**config.mk**
```make
export PLATFORM = sky130hd
export DESIGN_NAME = id_decode
export DESIGN_NICKNAME = d
export VERILOG_FILES = /design/src/rtl/id_decode.sv
export SDC_FILE = /design/constraint.sdc
export NUM_CORES = 1
export LEC_CHECK = 0
export BUFFER_PORTS_ARGS = -buffer_cell sky130_fd_sc_hd__buf_2
export CORE_MARGIN = 2
export CORE_UTILIZATION = 52
export DETAILED_ROUTE_END_ITERATION = 8
export GPL_ROUTABILITY_DRIVEN = 0
export PLACE_DENSITY = 0.82
export SLEW_MARGIN = 0
export SYNTH_ARGS = -nofsm -noshare
export SYNTH_HDL_FRONTEND = slang
export SYNTH_SLANG_ARGS = --single-unit
```
**constraint.sdc**
```tcl
create_clock -name clock -period 2.6 [get_ports clock]
set_clock_uncertainty 0.05 [all_clocks]
set_input_delay 0.13 -clock clock [delete_from_list [all_inputs] [get_ports clock]]
set_output_delay 0.13 -clock clock [all_outputs]
set_load 0.02 [all_outputs]
```
**src/rtl/id_decode.sv**
```systemverilog
// Instruction-byte decoder with LDI/JMP/JZ multi-byte handling, branch flush and HALT.
// Optional feature macro: BRANCH_COND_EN enables the conditional JZ branch (opcode 101).
module id_decode (
   input  logic       clock,
   input  logic       reset,
   input  logic [7:0] inst,
   input  logic [7:0] pc_calc,
   input  logic       zero_flag,
   output logic [7:0] pcj_mux,
   output logic       choice_mux,
   output logic       dec_valid,
   output logic [2:0] dec_op,
   output logic [1:0] dec_rd,
   output logic [1:0] dec_rs,
   output logic [7:0] dec_imm,
   output logic       halted
);

   typedef enum logic [2:0] {
      DECODE,
      WAIT_IMM,
      WAIT_TGT,
      FLUSH,
      HALT
   } state_t;

   localparam logic [2:0] OP_NOP  = 3'b000;
   localparam logic [2:0] OP_ADD  = 3'b001;
   localparam logic [2:0] OP_SUB  = 3'b010;
   localparam logic [2:0] OP_LDI  = 3'b011;
   localparam logic [2:0] OP_JMP  = 3'b100;
   localparam logic [2:0] OP_JZ   = 3'b101;
   localparam logic [2:0] OP_AND  = 3'b110;
   localparam logic [2:0] OP_HALT = 3'b111;

   state_t     r_state;
   logic       r_taken;
   logic [1:0] r_ldiRd;
   logic [1:0] r_ldiRs;
   logic [7:0] r_pcjMux;
   logic       r_choiceMux;
   logic       r_decValid;
   logic [2:0] r_decOp;
   logic [1:0] r_decRd;
   logic [1:0] r_decRs;
   logic [7:0] r_decImm;
   logic       r_halted;

   logic [2:0] w_op;
   logic [1:0] w_rd;
   logic [1:0] w_rs;
   logic [7:0] w_haltTarget;

   assign w_op         = inst[7:5];
   assign w_rd         = inst[4:3];
   assign w_rs         = inst[2:1];
   // HALT re-points fetch at the HALT byte itself, wrapping 0x00 to 0xFF.
   assign w_haltTarget = pc_calc - 8'd1;

`ifndef BRANCH_COND_EN
   logic w_unusedZeroFlag;
   assign w_unusedZeroFlag = zero_flag;
`endif

   always_ff @(posedge clock) begin
      if (reset) begin
         r_state     <= DECODE;
         r_taken     <= 1'b0;
         r_ldiRd     <= 2'd0;
         r_ldiRs     <= 2'd0;
         r_pcjMux    <= 8'h00;
         r_choiceMux <= 1'b0;
         r_decValid  <= 1'b0;
         r_decOp     <= 3'd0;
         r_decRd     <= 2'd0;
         r_decRs     <= 2'd0;
         r_decImm    <= 8'h00;
         r_halted    <= 1'b0;
      end else begin
         // Outputs are single-cycle pulses unless a state below re-asserts them.
         r_pcjMux    <= 8'h00;
         r_choiceMux <= 1'b0;
         r_decValid  <= 1'b0;
         r_decOp     <= 3'd0;
         r_decRd     <= 2'd0;
         r_decRs     <= 2'd0;
         r_decImm    <= 8'h00;
         case (r_state)
            DECODE: begin
               case (w_op)
                  OP_NOP: begin
                     r_decValid <= 1'b1;
                  end
                  OP_ADD, OP_SUB, OP_AND: begin
                     r_decValid <= 1'b1;
                     r_decOp    <= w_op;
                     r_decRd    <= w_rd;
                     r_decRs    <= w_rs;
                  end
                  OP_LDI: begin
                     r_ldiRd <= w_rd;
                     r_ldiRs <= w_rs;
                     r_state <= WAIT_IMM;
                  end
                  OP_JMP: begin
                     r_taken <= 1'b1;
                     r_state <= WAIT_TGT;
                  end
                  OP_JZ: begin
`ifdef BRANCH_COND_EN
                     r_taken <= zero_flag;
                     r_state <= WAIT_TGT;
`else
                     r_decValid <= 1'b1;
`endif
                  end
                  OP_HALT: begin
                     r_halted    <= 1'b1;
                     r_choiceMux <= 1'b1;
                     r_pcjMux    <= w_haltTarget;
                     r_state     <= HALT;
                  end
                  default: r_state <= DECODE;
               endcase
            end
            WAIT_IMM: begin
               r_decValid <= 1'b1;
               r_decOp    <= OP_LDI;
               r_decRd    <= r_ldiRd;
               r_decRs    <= r_ldiRs;
               r_decImm   <= inst;
               r_state    <= DECODE;
            end
            WAIT_TGT: begin
               r_taken <= 1'b0;
               if (r_taken) begin
                  r_pcjMux    <= inst;
                  r_choiceMux <= 1'b1;
                  r_state     <= FLUSH;
               end else begin
                  r_state <= DECODE;
               end
            end
            FLUSH: begin
               r_state <= DECODE;
            end
            HALT: begin
               r_halted    <= 1'b1;
               r_choiceMux <= 1'b1;
               r_pcjMux    <= r_pcjMux;
            end
            default: r_state <= DECODE;
         endcase
      end
   end

   assign pcj_mux    = r_pcjMux;
   assign choice_mux = r_choiceMux;
   assign dec_valid  = r_decValid;
   assign dec_op     = r_decOp;
   assign dec_rd     = r_decRd;
   assign dec_rs     = r_decRs;
   assign dec_imm    = r_decImm;
   assign halted     = r_halted;

endmodule

```
* Word level (Yosys, flattened, before mapping)
Index checks and enable logic that the tools add are counted.
** Operators by class
- Add/sub/neg operators :: 1
- Equal/unequal tests :: 13
- Mux-type cells :: 21
- Bitwise gates (word level) :: 2
- Reductions and logical operators :: 11
** Operators by type and width (number)
- $pmux W8 S3 :: 1
- $pmux W3 S3 :: 2
- $mux W8 :: 2
- $eq A3 B3 Y1 const B :: 5
- $eq A3 B2 Y1 const B :: 3
- $pmux W2 S2 :: 2
- $reduce_and A2 Y1 :: 4
- $sub A8 B1 Y8 const B :: 1
- $eq A3 B1 Y1 const B :: 2
- $logic_not A3 Y1 :: 2
- $mux W2 :: 3
- $pmux W1 S2 :: 3
- $pmux W3 S2 :: 1
- $mux W1 :: 5
- $reduce_or A5 Y1 :: 1
- $ne A4 B2 Y1 const B :: 1
- $reduce_bool A2 Y1 :: 2
- $mux W3 :: 1
- $pmux W1 S3 :: 1
- $reduce_or A3 Y1 :: 1
- $ne A2 B1 Y1 const B :: 1
- $ne A2 B2 Y1 const B :: 1
- $not A1 Y1 :: 2
- $reduce_or A2 Y1 :: 1
** Storage, ports and cells
- Register bits after elaboration :: 34
- Input bits :: 19
- Output and inout port bits :: 26
- Logic and storage cells :: 60

* Longest topological paths before layout
Gate-level depths: netlist (run 1).
- Depth in word-level cells :: 4
- Gate-level depth with buffers :: 6
- Depth with buffers taken out :: 6

* Least setup slack after synthesis (run 1)
OpenSTA, ideal clock, no wires.
- Path kind :: register -> register
- From :: register r_state[1]
- To :: register r_ldiRd[0]
- Library setup time :: 0.116 ns
- Data arrival time :: 1.273 ns
- Required time :: 2.434 ns
- Slack :: 1.161 ns
- Cell stages (with the launch flop) :: 7
- Path buffers :: 2
- Clock period less this slack :: 1.439 ns
- Path through :: dfxtp_1 buf_6 nand3b_4 or4_4 buf_6 mux2i_1 nor2_1
** On the way
- Longest elaborated chain between the ends :: 2
** RTL lines
- start, declared :: line 36 : state_t r_state;
- start signal, assigned :: line 67 : r_state <= DECODE;
- start signal, assigned :: line 103 : r_state <= WAIT_IMM;
- start signal, assigned :: line 107 : r_state <= WAIT_TGT;
- $logic_not A3 Y1 :: line 88 : case (r_state)
- $reduce_and A2 Y1 (no source line)
- end signal, assigned :: line 101 : r_ldiRd <= w_rd;
- end, declared :: line 38 : logic [1:0] r_ldiRd;
No other way between the ends.
A chain may end at the register's enable or synchronous reset.

* Final worst setup path (run 1)
- From :: register r_state[1]
- To :: register r_pcjMux[3], in the netlist pcj_mux[3]
** On the way
- Longest elaborated chain between the ends :: 2
- Elaborated cells between the ends (all ways) :: 4
- Those cells by class :: eq/ne: 2; mux: 1; reduce/logical: 1
** RTL lines
- $eq A3 B3 Y1 (tied with other cells) :: line 88
- $pmux W8 S3 :: line 88
- end signal, assigned :: line 120 : r_pcjMux <= w_haltTarget;
- end signal, assigned :: line 137 : r_pcjMux <= inst;
- end signal, assigned :: line 150 : r_pcjMux <= r_pcjMux;
- end, declared :: line 40 : logic [7:0] r_pcjMux;
Several ways; a longest one is shown, not always the timed one.

==> flow_metrics.tcl, run 1 <==
set metrics [dict create \
    status "finished, final reports clean" \
    clock_path_buffers 2 \
    setup_viol 0 \
    drive_above_1_share_pct 31.8 \
    yosysWarnings 0 \
    internal_power_mw 0.683 \
    met1_usage_pct 25.5 \
    crit_path_start_kind "flop" \
    antenna_found_initial 0 \
    cts_buffers 5 \
    worstHoldPathType "input pin to flop" \
    wirelength_mm 2.70 \
    ys_seq_elements 34 \
    worst_setup_path_end_kind "flop" \
    netlist_area_sq_mm 0.00135 \
    power_frac_clock_pct 28.7 \
    synth_area_leaders "dfxtp_1, a22oi_1, and2_1, o22ai_1, nor2_1" \
    finalCritPeriodShare_pct 63.8 \
    grt.met2_usage_pct 30.6 \
    cts_root_buf "clkbuf_4" \
    ir_worst_vdd_v 0.000412 \
    finalHoldViolations 0 \
    path_class "flop to flop" \
    grt_pass1_wl_mm 4.26 \
    slew_viol_final 0 \
    cts_tree "built" \
    fin_setup_tns_ns 0 \
    grt-busiest-layer "met2" \
    grt_usage_pct 20.8 \
    die_y_microns 54.9 \
    path_clk_slew_ns 0.10 \
    p_sw_mw 0.244 \
    crit_arrival_ns 1.87 \
    synth_most_common_cell "dfxtp_1" \
    area_growth_pct 21.2 \
    ios 45 \
    p_total_mw 0.927 \
    async_reset_ff_share_pct 0 \
    synth_top_flop_cell "dfxtp_1" \
    yosysTopAreaCell "dfxtp_1" \
    first_iter_violations 16 \
    io_buffers 43 \
    cts_sinks 34 \
    wl_per_cell_microns 13.1 \
    seqPwrFrac_pct 58.9 \
    firstDrtPassIters 4 \
    rows 18 \
    clk_latency_ns 0.33 \
    worstMarginPinSlew_ns 0.636 \
    fmax_ghz 0.603 \
    netlist.area_leader.share_pct 50.6 \
    crit_slowest_cell "dfxtp_1" \
    combPwrFrac_pct 12.4 \
    sw_frac_of_total_pct 26.4 \
    post_drt_via_cell_ratio 5.36 \
    cap_violations 0 \
    yosysSeqAreaShare_pct 50.6 \
    diodes 0 \
    critPathBufInv 0 \
    nNetsFinal 196 \
    cp_top_family "simple AND/OR/NAND/NOR gates" \
    cts_resized 0 \
    slew_headroom_pct 57.4 \
    design.core.area_sq_mm 0.00245 \
    avgSynthCellArea_sq_um 10.3 \
    max_stage_delay_ns 0.55 \
    met3_usage_pct 7.92 \
    synth.distinct_cells 37 \
    grt_max_degree 16 \
    globalRouteOverflowTotal 0 \
    fp.dieArea_sq_mm 0.00301 \
    rsz0062_at_grt "no" \
    die_x_microns 54.9 \
    min_period_ns 1.66 \
    drcViolationCount 0 \
    synth_nets 151 \
    grt_pass1_vias 958 \
    ctsHtreeMaxLevel 2 \
    netlist_top_cells_count "dfxtp_1, nor2_1, a22oi_1, and2_1, o22ai_1" \
    vias 1104 \
    cellLeakagePower_nw 0.767 \
    synth_edf_count 0 \
    cp.required_ns 2.81 \
    cp_cell_sequence "nand2_1, nor2_1, a22oi_1, o22ai_1" \
    cts_setup_buffers 0 \
    p_per_area_mw_per_mm2 569 \
    initial_core_util_pct 54.8 \
    hpwl_mm 1.92 \
    detail-route-antenna-nets 0 \
    syn_inst 131 \
    cp_max_fo 9 \
]
## kinds of logic after synthesis
group,share of synthesized area [%]
buffers and inverters,5.21
AND/OR/NAND/NOR,20.0
XOR/XNOR,3.91
AO/OA/AOI/OAI,16.4
multiplexers,2.98
adder cells (fa/ha/maj),0.930
flip-flops,50.6
## metrics by stage
step	setup slack, ns	instance area, sq um	hold slack, ns	instances	utilization, %
6_report	0.942	1630	0.00617	206	66.4
5_1_grt	0.750	1630	0.0144	206	66.4
4_1_cts	0.946	1630	0.00185	206	66.4
3_5_place_dp	0.977	1540	0.307	195	62.8
3_3_place_gp	1.07	1540	0.304	195	62.8
2_1_floorplan	1.16	1350	0.197	131	-
## worst paths after layout
| check | cells after the start | endpoint | start | slack, ns |
|---|---|---|---|---|
| worst max-delay path | 4 | pcj_mux[3] | r_state[1] | 0.94 |
| worst min register to register | 2 | halted | halted | 0.42 |
| worst max register to register | 4 | pcj_mux[3] | r_state[1] | 0.94 |
| worst min-delay path | 2 | dec_rs[1] | inst[2] | 0.006 |
## power by group through the flow
stage	Clock (mW)	Combinational, mW	Sequential [mW]
2_1_floorplan	0	0.0599	0.572
3_3_place_gp	0	0.107	0.557
3_5_place_dp	0	0.109	0.558
4_1_cts	0.271	0.115	0.546
5_1_grt	0.293	0.128	0.549
6_report	0.266	0.115	0.546
## worst reg2reg max path, delay by kind of cell (launching register included)
kind	cells	cell delay, ns
DFF	1	0.55
and+or+nand+nor	2	0.65
AOI/OAI and AO/OA	2	0.34
## sequential cells by signal, indices dropped and copies added (netlist names)
signal      cells
dec_rs          2
r_state         3
pcj_mux         8
choice_mux      1
r_ldiRs         2
r_ldiRd         2
dec_imm         8
halted          1
dec_op          3
r_taken         1
dec_valid       1
dec_rd          2
## layer usage
| metal | part of all wire, % | vias to the layer above |
|---|---|---|
| met5 | 0 | - |
| met2 | 45 | 49 |
| met3 | 7.5 | 10 |
| met1 | 44 | 493 |
| li1 | - | 552 |
| met4 | 3.3 | 0 |
## final cells by class
class / instances / area (sq um)
sequential: 34 / 681
inverter: 4 / 15.0
clock inverter: 2 / 10.0
timing repair buffer: 47 / 255
multi-input combinational: 84 / 594
fill: 199 / 825
tap: 30 / 37.5
clock buffer: 5 / 37.5
## layout by cell type, fill, tap and decap left out, types with 2 or more instances in the layout
master and n:
o22ai_1 8, and2_1 8, nor2_1 12, clkinv_2 2, nand2_1 2, a21oi_1 6, a22oi_1 8, or3_1 2
nand2b_1 3, nor3b_1 2, a22o_1 4, xnor2_1 5, buf_2 43, clkbuf_4 5, dfxtp_1 34, a21o_1 2
mux2i_1 4, inv_1 4, dlygate4sd3_1 4
## repair_timing
action,4_1_cts,5_1_grt
setup endpoints to repair,0,0
endpoints found under the hold margin,4,0
hold buffers,4,0
Note: power is estimated with default switching activity, not from simulation.
==> run 2, diff against run 1 <==
--- a/config.mk
+++ b/config.mk
@@ -5,12 +5,13 @@
 export SDC_FILE = /design/constraint.sdc
 export NUM_CORES = 1
 export LEC_CHECK = 0
+export ABC_AREA = 1
 export BUFFER_PORTS_ARGS = -buffer_cell sky130_fd_sc_hd__buf_2
 export CORE_MARGIN = 2
-export CORE_UTILIZATION = 52
+export CORE_UTILIZATION = 49
 export DETAILED_ROUTE_END_ITERATION = 8
 export GPL_ROUTABILITY_DRIVEN = 0
-export PLACE_DENSITY = 0.82
+export PLACE_DENSITY = 0.77
 export SLEW_MARGIN = 0
 export SYNTH_ARGS = -nofsm -noshare
 export SYNTH_HDL_FRONTEND = slang
==> constraint.sdc (replaced) <==
create_clock -name clock -period 1.6 [get_ports clock]
set_clock_uncertainty 0.05 [all_clocks]
set_input_delay 0.08 -clock clock [delete_from_list [all_inputs] [get_ports clock]]
set_output_delay 0.08 -clock clock [all_outputs]
set_load 0.02 [all_outputs]
==> flow_metrics.tcl, run 2 <==
set metrics [dict create \
    cts_root_buf "clkbuf_4" \
    finalHoldViolations 0 \
    combPwrFrac_pct 15.4 \
    first_iter_violations 26 \
    synth_most_common_cell "nand2_1" \
    die_y_microns 58.2 \
    sw_frac_of_total_pct 27.4 \
    wirelength_mm 3.09 \
    worstSetupEndpoint "dec_rs[0]" \
    yosysWarnings 0 \
    design.core.area_sq_mm 0.00278 \
    rrSetupSlack_ns 0.32 \
    yosysSeqAreaShare_pct 47.3 \
    clock_path_buffers 2 \
    status "finished, final reports clean" \
    rows 19 \
    path_clk_slew_ns 0.09 \
    worstHoldPathType "input pin to flop" \
    r2r-start "r_state[0]" \
    drive_above_1_share_pct 24.6 \
    synth_top_flop_cell "dfxtp_1" \
    most-common-layout-cells "buf_2, nand2_1, inv_1" \
    worst_setup_path_end_kind "flop" \
    grt_max_degree 16 \
    startpoint "reset" \
    synth.distinct_cells 23 \
    setup_viol 0 \
    area_growth_pct 25.9 \
    cellLeakagePower_nw 0.972 \
    seqPwrFrac_pct 54.8 \
    cts_tree "built" \
    ir_worst_vdd_v 0.000880 \
    io_buffers 43 \
    rsz0062_at_grt "no" \
    synth_edf_count 0 \
    cap_violations 0 \
    placedCellCount 263 \
    cts_setup_buffers 0 \
    final_cells 279 \
    finalCritPeriodShare_pct 87.1 \
    fmax_ghz 0.717 \
    fin_setup_tns_ns 0 \
    final_cell_area_sq_mm 0.00181 \
    avgSynthCellArea_sq_um 7.45 \
    drcViolationCount 0 \
    crit_path_start_kind "input pin" \
    fill_cells 254 \
    nNetsFinal 267 \
    synth_nets 213 \
    wl_per_cell_microns 11.1 \
    cp.required_ns 1.81 \
    die_x_microns 58.2 \
    yosysTopAreaCell "dfxtp_1" \
    cts_resized 0 \
    placed_area_sq_mm 0.00167 \
    netlist_top_cells_count "nand2_1, inv_1, dfxtp_1" \
    grt_usage_pct 19.9 \
    worstMarginPinSlew_ns 0.510 \
    diodes 0 \
    fp.dieArea_sq_mm 0.00338 \
    fin_hold_ws_ns 0.0404 \
    netlist.area_leader.share_pct 47.3 \
    grt_pass1_vias 1200 \
    hpwl_mm 2.24 \
    async_reset_ff_share_pct 0 \
    final_common_cell "buf_2" \
    syn_inst 193 \
    grt_pass1_wl_mm 5.03 \
    detail-route-antenna-nets 0 \
    worstRegToRegCells 7 \
    min_period_ns 1.39 \
    cts_sinks 34 \
    synth_area_leaders "dfxtp_1, nand2_1, inv_1, nor2_1, nand3_1" \
    cp_max_fo 15 \
    initial_core_util_pct 51.7 \
    power_frac_clock_pct 29.8 \
    slew_viol_final 0 \
    cts_buffers 5 \
    netlist_area_sq_mm 0.00144 \
    internal_power_mw 1.18 \
    slew_headroom_pct 65.9 \
    clk_latency_ns 0.34 \
    p_sw_mw 0.447 \
    ios 45 \
    post_drt_via_cell_ratio 4.93 \
    antenna_found_initial 0 \
    globalRouteOverflowTotal 0 \
    p_per_area_mw_per_mm2 900 \
    r2r_end "pcj_mux[3]" \
    ys_seq_elements 34 \
    ctsHtreeMaxLevel 2 \
    path_class "input pin to flop" \
    crit_arrival_ns 1.60 \
    firstDrtPassIters 4 \
    vias 1376 \
]
[run 2: per-stage QoR]
| stage | setup slack (ns) | util (%) | power, mW |
|---|---|---|---|
| after floorplan | 0.508 | - | 1.07 |
| after global placement | 0.389 | 60.1 | 1.14 |
| after detailed placement | 0.344 | 60.1 | 1.15 |
| after CTS | 0.214 | 65.1 | 1.64 |
| after global routing | 0.0490 | 65.1 | 1.70 |
| final | 0.206 | 65.1 | 1.63 |
[run 2: per-layer routing]
metal / up-vias / GRT usage (%) / share of wire [%]
li1: 717 / - / -
met1: 610 / 22.7 / 46
met2: 43 / 33.0 / 46
met3: 6 / 5.80 / 6.8
met4: 0 / 12.0 / 1.5
met5: - / 0 / 0
[run 2: area by class of cell]
cell class	count	area [sq um]	share of cell area, %
Clock inverter	1	5.00	0.276
Sequential cell	34	681	37.6
Tap cell	31	38.8	2.14
Clock buffer	7	55.1	3.04
Multi-Input combinational cell	117	592	32.7
Timing Repair Buffer	51	295	16.3
Inverter	38	144	7.95
[run 2: cells by family (layout without fill, tap and decap cells)]
kind of cell	count (synthesis)	in the layout	synth area share, %
buffers and inverters	42	97	11.5
AND/OR/NAND/NOR	89	89	28.5
AO/OA/AOI/OAI	27	27	11.8
adder cells (fa/ha/maj)	1	1	0.870
flip-flops	34	34	47.3
[run 2: power groups by stage]
stage	clock (mW)	sequential, mW	combinational (mW)
floorplan	0	0.946	0.121
global placement	0	0.912	0.232
detailed placement	0	0.913	0.234
CTS	0.499	0.893	0.250
global route	0.532	0.896	0.277
finish	0.486	0.893	0.251
[run 2: worst min-delay path by stage]
stage                  from          to  slack, ns  cells after the start
CTS                 inst[5]   dec_op[0]       0.03                      3
global placement    inst[1]  dec_imm[1]       0.30                      3
finish              inst[5]   dec_op[0]       0.04                      3
floorplan           inst[0]  dec_imm[0]       0.14                      2
detailed placement  inst[1]  dec_imm[1]       0.31                      3
global route        inst[5]   dec_op[0]       0.06                      3
[run 2: worst max-delay path, stage by stage]
cell and delay (ns):
dlygate4sd3_1 0.53, buf_2 0.20, nor2_1 0.11, nand3_1 0.37
o21ai_0 0.31
[run 2: timing repair]
item | in CTS | in global routing
hold buffers | 8 | 0
endpoints found under the setup margin | 0 | 0
endpoints found under the hold margin | 18 | 0
